[config.mk]
export PLATFORM = sky130hd
export DESIGN_NAME = pow_seq
export DESIGN_NICKNAME = d
export VERILOG_FILES = /design/src/rtl/pow_pkg.sv /design/src/rtl/pow_seq_serial_mul.sv /design/src/rtl/pow_seq.sv
export SDC_FILE = /design/constraint.sdc
export NUM_CORES = 1
export LEC_CHECK = 0
export ABC_AREA = 0
export BUFFER_PORTS_ARGS = -buffer_cell sky130_fd_sc_hd__buf_2
export CELL_PAD_IN_SITES_DETAIL_PLACEMENT = 0
export CELL_PAD_IN_SITES_GLOBAL_PLACEMENT = 1
export CORE_AREA = 2 2 130 132
export DETAILED_ROUTE_END_ITERATION = 8
export DIE_AREA = 0 0 132 134
export PLACE_DENSITY = 0.78
export SYNTH_ARGS = -nofsm -noshare
export SYNTH_HDL_FRONTEND = slang
export SYNTH_SLANG_ARGS = --single-unit
[constraint.sdc]
create_clock -name clk_i -period 5 [get_ports clk_i]
set_clock_uncertainty 0.1 [all_clocks]
set_input_delay 0.25 -clock clk_i [delete_from_list [all_inputs] [get_ports clk_i]]
set_output_delay 0.25 -clock clk_i [all_outputs]
set_load 0.05 [all_outputs]
[src/rtl/pow_pkg.sv]
// Shared constants for the sequential power unit: default widths, FSM encodings
// and the data-independent request latency used by anything that schedules around it.
package pow_pkg;

    localparam int POW_WIDTH = 8;
    localparam int POW_EXP_W = 3;
    localparam int POW_OUT_W = 24;

    localparam logic [1:0] ST_IDLE = 2'd0;
    localparam logic [1:0] ST_MUL  = 2'd1;
    localparam logic [1:0] ST_DONE = 2'd2;

    // Edges from the accepting start edge to the edge that raises valid_o.
    function automatic int unsigned lat(input int unsigned e, input int unsigned width);
        return (e <= 1) ? 1 : 1 + (e - 1) * width;
    endfunction

endpackage

[src/rtl/pow_seq_serial_mul.sv]
// Bit-serial shift-add multiplier: OUT_W x WIDTH product in WIDTH cycles after load,
// done/product/overflow valid combinationally in the last cycle; no backpressure.
module serial_mul #(
    parameter int WIDTH = 8,
    parameter int OUT_W = 24
) (
    input  logic             clk_i,
    input  logic             rst_n_i,
    input  logic             load_i,
    input  logic [OUT_W-1:0] acc_i,
    input  logic [WIDTH-1:0] a_i,
    output logic             done_o,
    output logic [OUT_W-1:0] prod_o,
    output logic             ovf_o
);

    localparam int PW = OUT_W + WIDTH;
    localparam int CW = (WIDTH > 1) ? $clog2(WIDTH) : 1;

    logic          run_q;
    logic [CW-1:0] cnt_q;
    logic [PW-1:0] mcand_q;
    logic [WIDTH-1:0] mplier_q;
    logic [PW-1:0] psum_q;
    logic [PW-1:0] psum_nxt;

    assign psum_nxt = psum_q + (mplier_q[0] ? mcand_q : '0);
    assign done_o   = run_q && (cnt_q == CW'(WIDTH - 1));
    assign prod_o   = psum_nxt[OUT_W-1:0];
    assign ovf_o    = |psum_nxt[PW-1:OUT_W];

    // A load in the finishing cycle restarts immediately, so chained multiplies have no gap.
    always_ff @(posedge clk_i or negedge rst_n_i) begin
        if (!rst_n_i) begin
            run_q    <= 1'b0;
            cnt_q    <= '0;
            mcand_q  <= '0;
            mplier_q <= '0;
            psum_q   <= '0;
        end else if (load_i) begin
            run_q    <= 1'b1;
            cnt_q    <= '0;
            mcand_q  <= {{WIDTH{1'b0}}, acc_i};
            mplier_q <= a_i;
            psum_q   <= '0;
        end else if (run_q) begin
            psum_q   <= psum_nxt;
            mcand_q  <= mcand_q << 1;
            mplier_q <= mplier_q >> 1;
            cnt_q    <= cnt_q + CW'(1);
            if (done_o) begin
                run_q <= 1'b0;
            end
        end
    end

endmodule

[src/rtl/pow_seq.sv]
// Sequential power y = a^e: 1 + (e-1)*WIDTH cycles for e>=2, else 1; one-cycle valid_o pulse.
// No backpressure: start_i is ignored while busy_o, accepted again in the valid_o cycle.
module pow_seq
    import pow_pkg::*;
#(
    parameter int WIDTH = POW_WIDTH,
    parameter int EXP_W = POW_EXP_W,
    parameter int OUT_W = POW_OUT_W
) (
    input  logic             clk_i,
    input  logic             rst_n_i,
    input  logic [WIDTH-1:0] a_bi,
    input  logic [EXP_W-1:0] e_bi,
    input  logic             start_i,
    output logic             busy_o,
    output logic             valid_o,
    output logic [OUT_W-1:0] y_bo,
    output logic             ovf_o
);

    logic [1:0]       state_q;
    logic [WIDTH-1:0] a_q;
    logic [OUT_W-1:0] acc_q;
    logic [EXP_W-1:0] mul_left_q;
    logic             ovf_q;
    logic [OUT_W-1:0] y_q;
    logic             ovf_out_q;
    logic             valid_q;

    logic             mul_load;
    logic [OUT_W-1:0] mul_acc;
    logic [WIDTH-1:0] mul_a;
    logic             mul_done;
    logic [OUT_W-1:0] mul_prod;
    logic             mul_ovf;

    assign busy_o  = (state_q != ST_IDLE);
    assign valid_o = valid_q;
    assign y_bo    = y_q;
    assign ovf_o   = ovf_out_q;

    // First multiply is a*a straight from the inputs; later ones chain the fresh product.
    always_comb begin
        mul_load = 1'b0;
        mul_acc  = mul_prod;
        mul_a    = a_q;
        if (state_q == ST_IDLE && start_i && e_bi > EXP_W'(1)) begin
            mul_load = 1'b1;
            mul_acc  = OUT_W'(a_bi);
            mul_a    = a_bi;
        end else if (state_q == ST_MUL && mul_done && mul_left_q != EXP_W'(1)) begin
            mul_load = 1'b1;
        end
    end

    serial_mul #(
        .WIDTH (WIDTH),
        .OUT_W (OUT_W)
    ) u_mul (
        .clk_i   (clk_i),
        .rst_n_i (rst_n_i),
        .load_i  (mul_load),
        .acc_i   (mul_acc),
        .a_i     (mul_a),
        .done_o  (mul_done),
        .prod_o  (mul_prod),
        .ovf_o   (mul_ovf)
    );

    always_ff @(posedge clk_i or negedge rst_n_i) begin
        if (!rst_n_i) begin
            state_q    <= ST_IDLE;
            a_q        <= '0;
            acc_q      <= '0;
            mul_left_q <= '0;
            ovf_q      <= 1'b0;
            y_q        <= '0;
            ovf_out_q  <= 1'b0;
            valid_q    <= 1'b0;
        end else begin
            valid_q <= 1'b0;
            case (state_q)
                ST_IDLE: begin
                    if (start_i) begin
                        a_q        <= a_bi;
                        acc_q      <= (e_bi == '0) ? OUT_W'(1) : OUT_W'(a_bi);
                        mul_left_q <= (e_bi == '0) ? '0 : e_bi - EXP_W'(1);
                        ovf_q      <= 1'b0;
                        state_q    <= (e_bi <= EXP_W'(1)) ? ST_DONE : ST_MUL;
                    end
                end
                ST_MUL: begin
                    if (mul_done) begin
                        acc_q      <= mul_prod;
                        ovf_q      <= ovf_q | mul_ovf;
                        mul_left_q <= mul_left_q - EXP_W'(1);
                        if (mul_left_q == EXP_W'(1)) begin
                            state_q <= ST_DONE;
                        end
                    end
                end
                ST_DONE: begin
                    y_q       <= acc_q;
                    ovf_out_q <= ovf_q;
                    valid_q   <= 1'b1;
                    state_q   <= ST_IDLE;
                end
                default: state_q <= ST_IDLE;
            endcase
        end
    end

endmodule

==> flow_summary.yaml <==
setup_path:
  crit_path_cell_trace: "and2_1 > ha_1 > fa_1 > a21o_1 > a221oi_2 > o31ai_1 > a211o_1 > a311oi_2 > xnor2_1 > or4_1 > nor4b_2 > a211oi_1"
  crit_path_start_kind: "register"
  crit_buf_inv: 0
  crit_type: "reg -> reg"
  cp_max_fo: 18
  regToRegSetupSlack_ns: 0.84
  r2r_end: "ovf_q"
  cp-startpoint: "u_mul.mplier_q[0]"
  critPathSlowestCell: "dfrtp_1"
  endpoint: "ovf_q"
  rr_worst_depth: 12
  critical-path-max-stage-delay_ns: 0.58
  crit_arrival_ns: 4.36
  cp_top_family: "compound AO/OA/AOI/OAI gates"
  cp.required_ns: 5.20
  r2r-start: "u_mul.mplier_q[0]"
  path_depth: 12
  crit_path_end_kind: "register"
power_and_ir_drop:
  leakage_nw: 4.43
  power_density_nw_per_um2: 716
  finalPower_mw: 6.32
  ir_drop_uv: 361
synthesis:
  synth_ff_type: "dfrtp_1"
  async_flop_share: 1.00
  synth_seq_area_share: 0.450
  synth.avg_cell_area_um2: 9.77
  synth_seq_cells: 140
  synth_nets: 849
  syn-cell-area_um2: 7790
  postSynthCellCount: 797
  yosysUniqueCellTypes: 56
  synth_top_cell_area_share: 0.450
  synth_most_common_cell: "dfrtp_1"
  synthTopCellsByArea: "dfrtp_1 (45%), mux2i_1 (6.6%), ha_1 (5.9%)"
  synth.largest_area_cell: "dfrtp_1"
  synth_commonest_cells: "dfrtp_1 (140), nor2_1 (83), nand2_1 (76), o21ai_0 (57), mux2i_1 (51)"
  synth_edf_count: 0
  yosysWarnings: 0
drt:
  wl_um: 18900
  met3_length_um: 730
  initialDrtViolationCount: 319
  wl_met2_um: 9210
  routedLengthMet1_um: 8460
  top_layer: "met4"
  drc: 0
  wl_per_cell_um: 17.8
  num_vias: 6005
  viasPerCell: 5.66
  antenna_left: 0
  dr.pass1.iters: 5
timing:
  holdWs_ns: 0.0220
  relSlewSlack: 0.151
  fin_crit_sh: 0.831
  setup_violations: 0
  slew_viol_final: 0
  setup_slack_ns: 0.843
  hold_violations: 0
  min_period_ns: 4.16
  setup-tns-final_ns: 0
  fmaxAchievable_ghz: 0.241
  tightestPinTransition_ns: 1.27
  rsz0062_at_grt: "no"
global_route:
  globalRouteTotalUtil: 0.228
  grt_pass1_wl_um: 31800
  grt_max_degree: 110
  grt_pass1_vias: 6135
  antenna_found_initial: 0
  gr-total-overflow: 0
floorplan:
  start_util: 0.478
  die-area_um2: 17700
  die_w_um: 132
  core_area_um2: 16300
  num_rows: 47
  io_pins: 41
  chipHeight_um: 134
finish:
  utilization: 0.542
  fin_nets: 880
  insertedDiodeCount: 0
  multi_input_area_um2: 4060
  final_layout_size_suffix_gt1_frac: 0.149
  fillers: 1483
  regArea_um2: 3510
  design_area_um2: 8840
  stdcell_count: 1061
  syn_to_final_growth_pct: 13.4
clock_tree:
  cts_root_buf: "clkbuf_16"
  htreeDepth: 4
  cts_max_path_buffers: 2
  clk_latency_ns: 0.43
  cts.clk_slew.worst_paths_ns: 0.06
  cts_tree: "yes"
  cts_buffers: 17
  cts.sinks: 140
placement:
  dp_slack_ns: 0.842
  place_area_um2: 8180
  dp.cells: 1023
  io_buffers: 40
  hpwl_um: 13100
  gp_congestion: 0.913
outcome:
  status: "complete, no violations"
worst_hold_path:
  min_path_type: "in -> reg"
  whs_path_depth: 2
job:
  drv_cap: 0
==> routing by layer <==
| layer | GRT usage | vias up |
|---|---|---|
| met5 | 0 | - |
| met4 | 0.0851 | 0 |
| met3 | 0.0423 | 32 |
| met2 | 0.379 | 133 |
| met1 | 0.297 | 2951 |
| li1 | - | 2889 |
==> worst min-delay path by stage <==
stage,from,slack [ns],end
final,a_bi[6],0.02,a_q[6]
after global routing,a_bi[6],0.01,a_q[6]
after global placement,rst_n_i,0.35,u_mul.psum_q[23]
after detailed placement,rst_n_i,0.35,y_bo[22]
after CTS,a_bi[0],0.008,a_q[0]
after floorplan,rst_n_i,-0.15,a_q[0]
==> power breakdown <==
part | internal (mW) | leakage [nW] | total, mW | switching, mW
combinational | 1.17 | 2.35 | 3.11 | 1.94
clock | 0.745 | 0.276 | 1.27 | 0.529
sequential | 1.62 | 1.81 | 1.94 | 0.316
total | 3.54 | 4.43 | 6.32 | 2.78
==> sequential cells by signal, summed over array words and instances, names as in the netlist, 2 cells and up <==
register        cells
u_mul.psum_q       32
state_q             2
u_mul.cnt_q         3
y_bo               24
a_q                 8
acc_q              24
u_mul.mcand_q      32
u_mul.mplier_q      8
mul_left_q          3
==> repair_timing <==
item	in CTS	in global routing
setup buffers	0	0
gates resized for setup	0	0
setup endpoints to repair	0	0
hold endpoints to repair	115	0
hold buffers	6	0
==> cell type report <==
class / count / area share
Clock buffer: 18 / 0.0486
Clock inverter: 14 / 0.0184
Inverter: 15 / 0.00637
Multi-Input combinational cell: 597 / 0.459
Sequential cell: 140 / 0.397
Tap cell: 220 / 0.0312
Timing Repair Buffer: 57 / 0.0395
==> cell families (layout without fill, tap and decap cells) <==
| kind of cell | after synthesis | count (layout) | synth area share |
|---|---|---|---|
| xor+xnor | 29 | 29 | 0.0344 |
| compound gates | 197 | 197 | 0.161 |
| fa+ha+maj | 38 | 38 | 0.0620 |
| simple gates | 248 | 248 | 0.148 |
| buf+inv | 60 | 104 | 0.0299 |
| flops | 140 | 140 | 0.450 |
| mux | 85 | 85 | 0.115 |
==> layout by cell type (no fill, tap or decap), types with 5 or more instances in the layout <==
master,count
buf_4,11
o21a_1,6
clkbuf_16,17
xor2_1,13
nor3b_1,9
mux2i_1,51
a31oi_1,19
dfrtp_1,139
and2_1,36
buf_2,39
a21o_1,15
nand2_1,76
a22o_1,13
o31ai_1,5
a211oi_1,6
nor2_1,82
nor3_1,5
nand3_1,15
mux2_2,34
o21ai_0,57
a21oi_1,46
inv_1,15
ha_1,37
and3_1,5
dlygate4sd3_1,6
xnor2_1,15
Note: power is estimated with default switching activity, not from simulation.
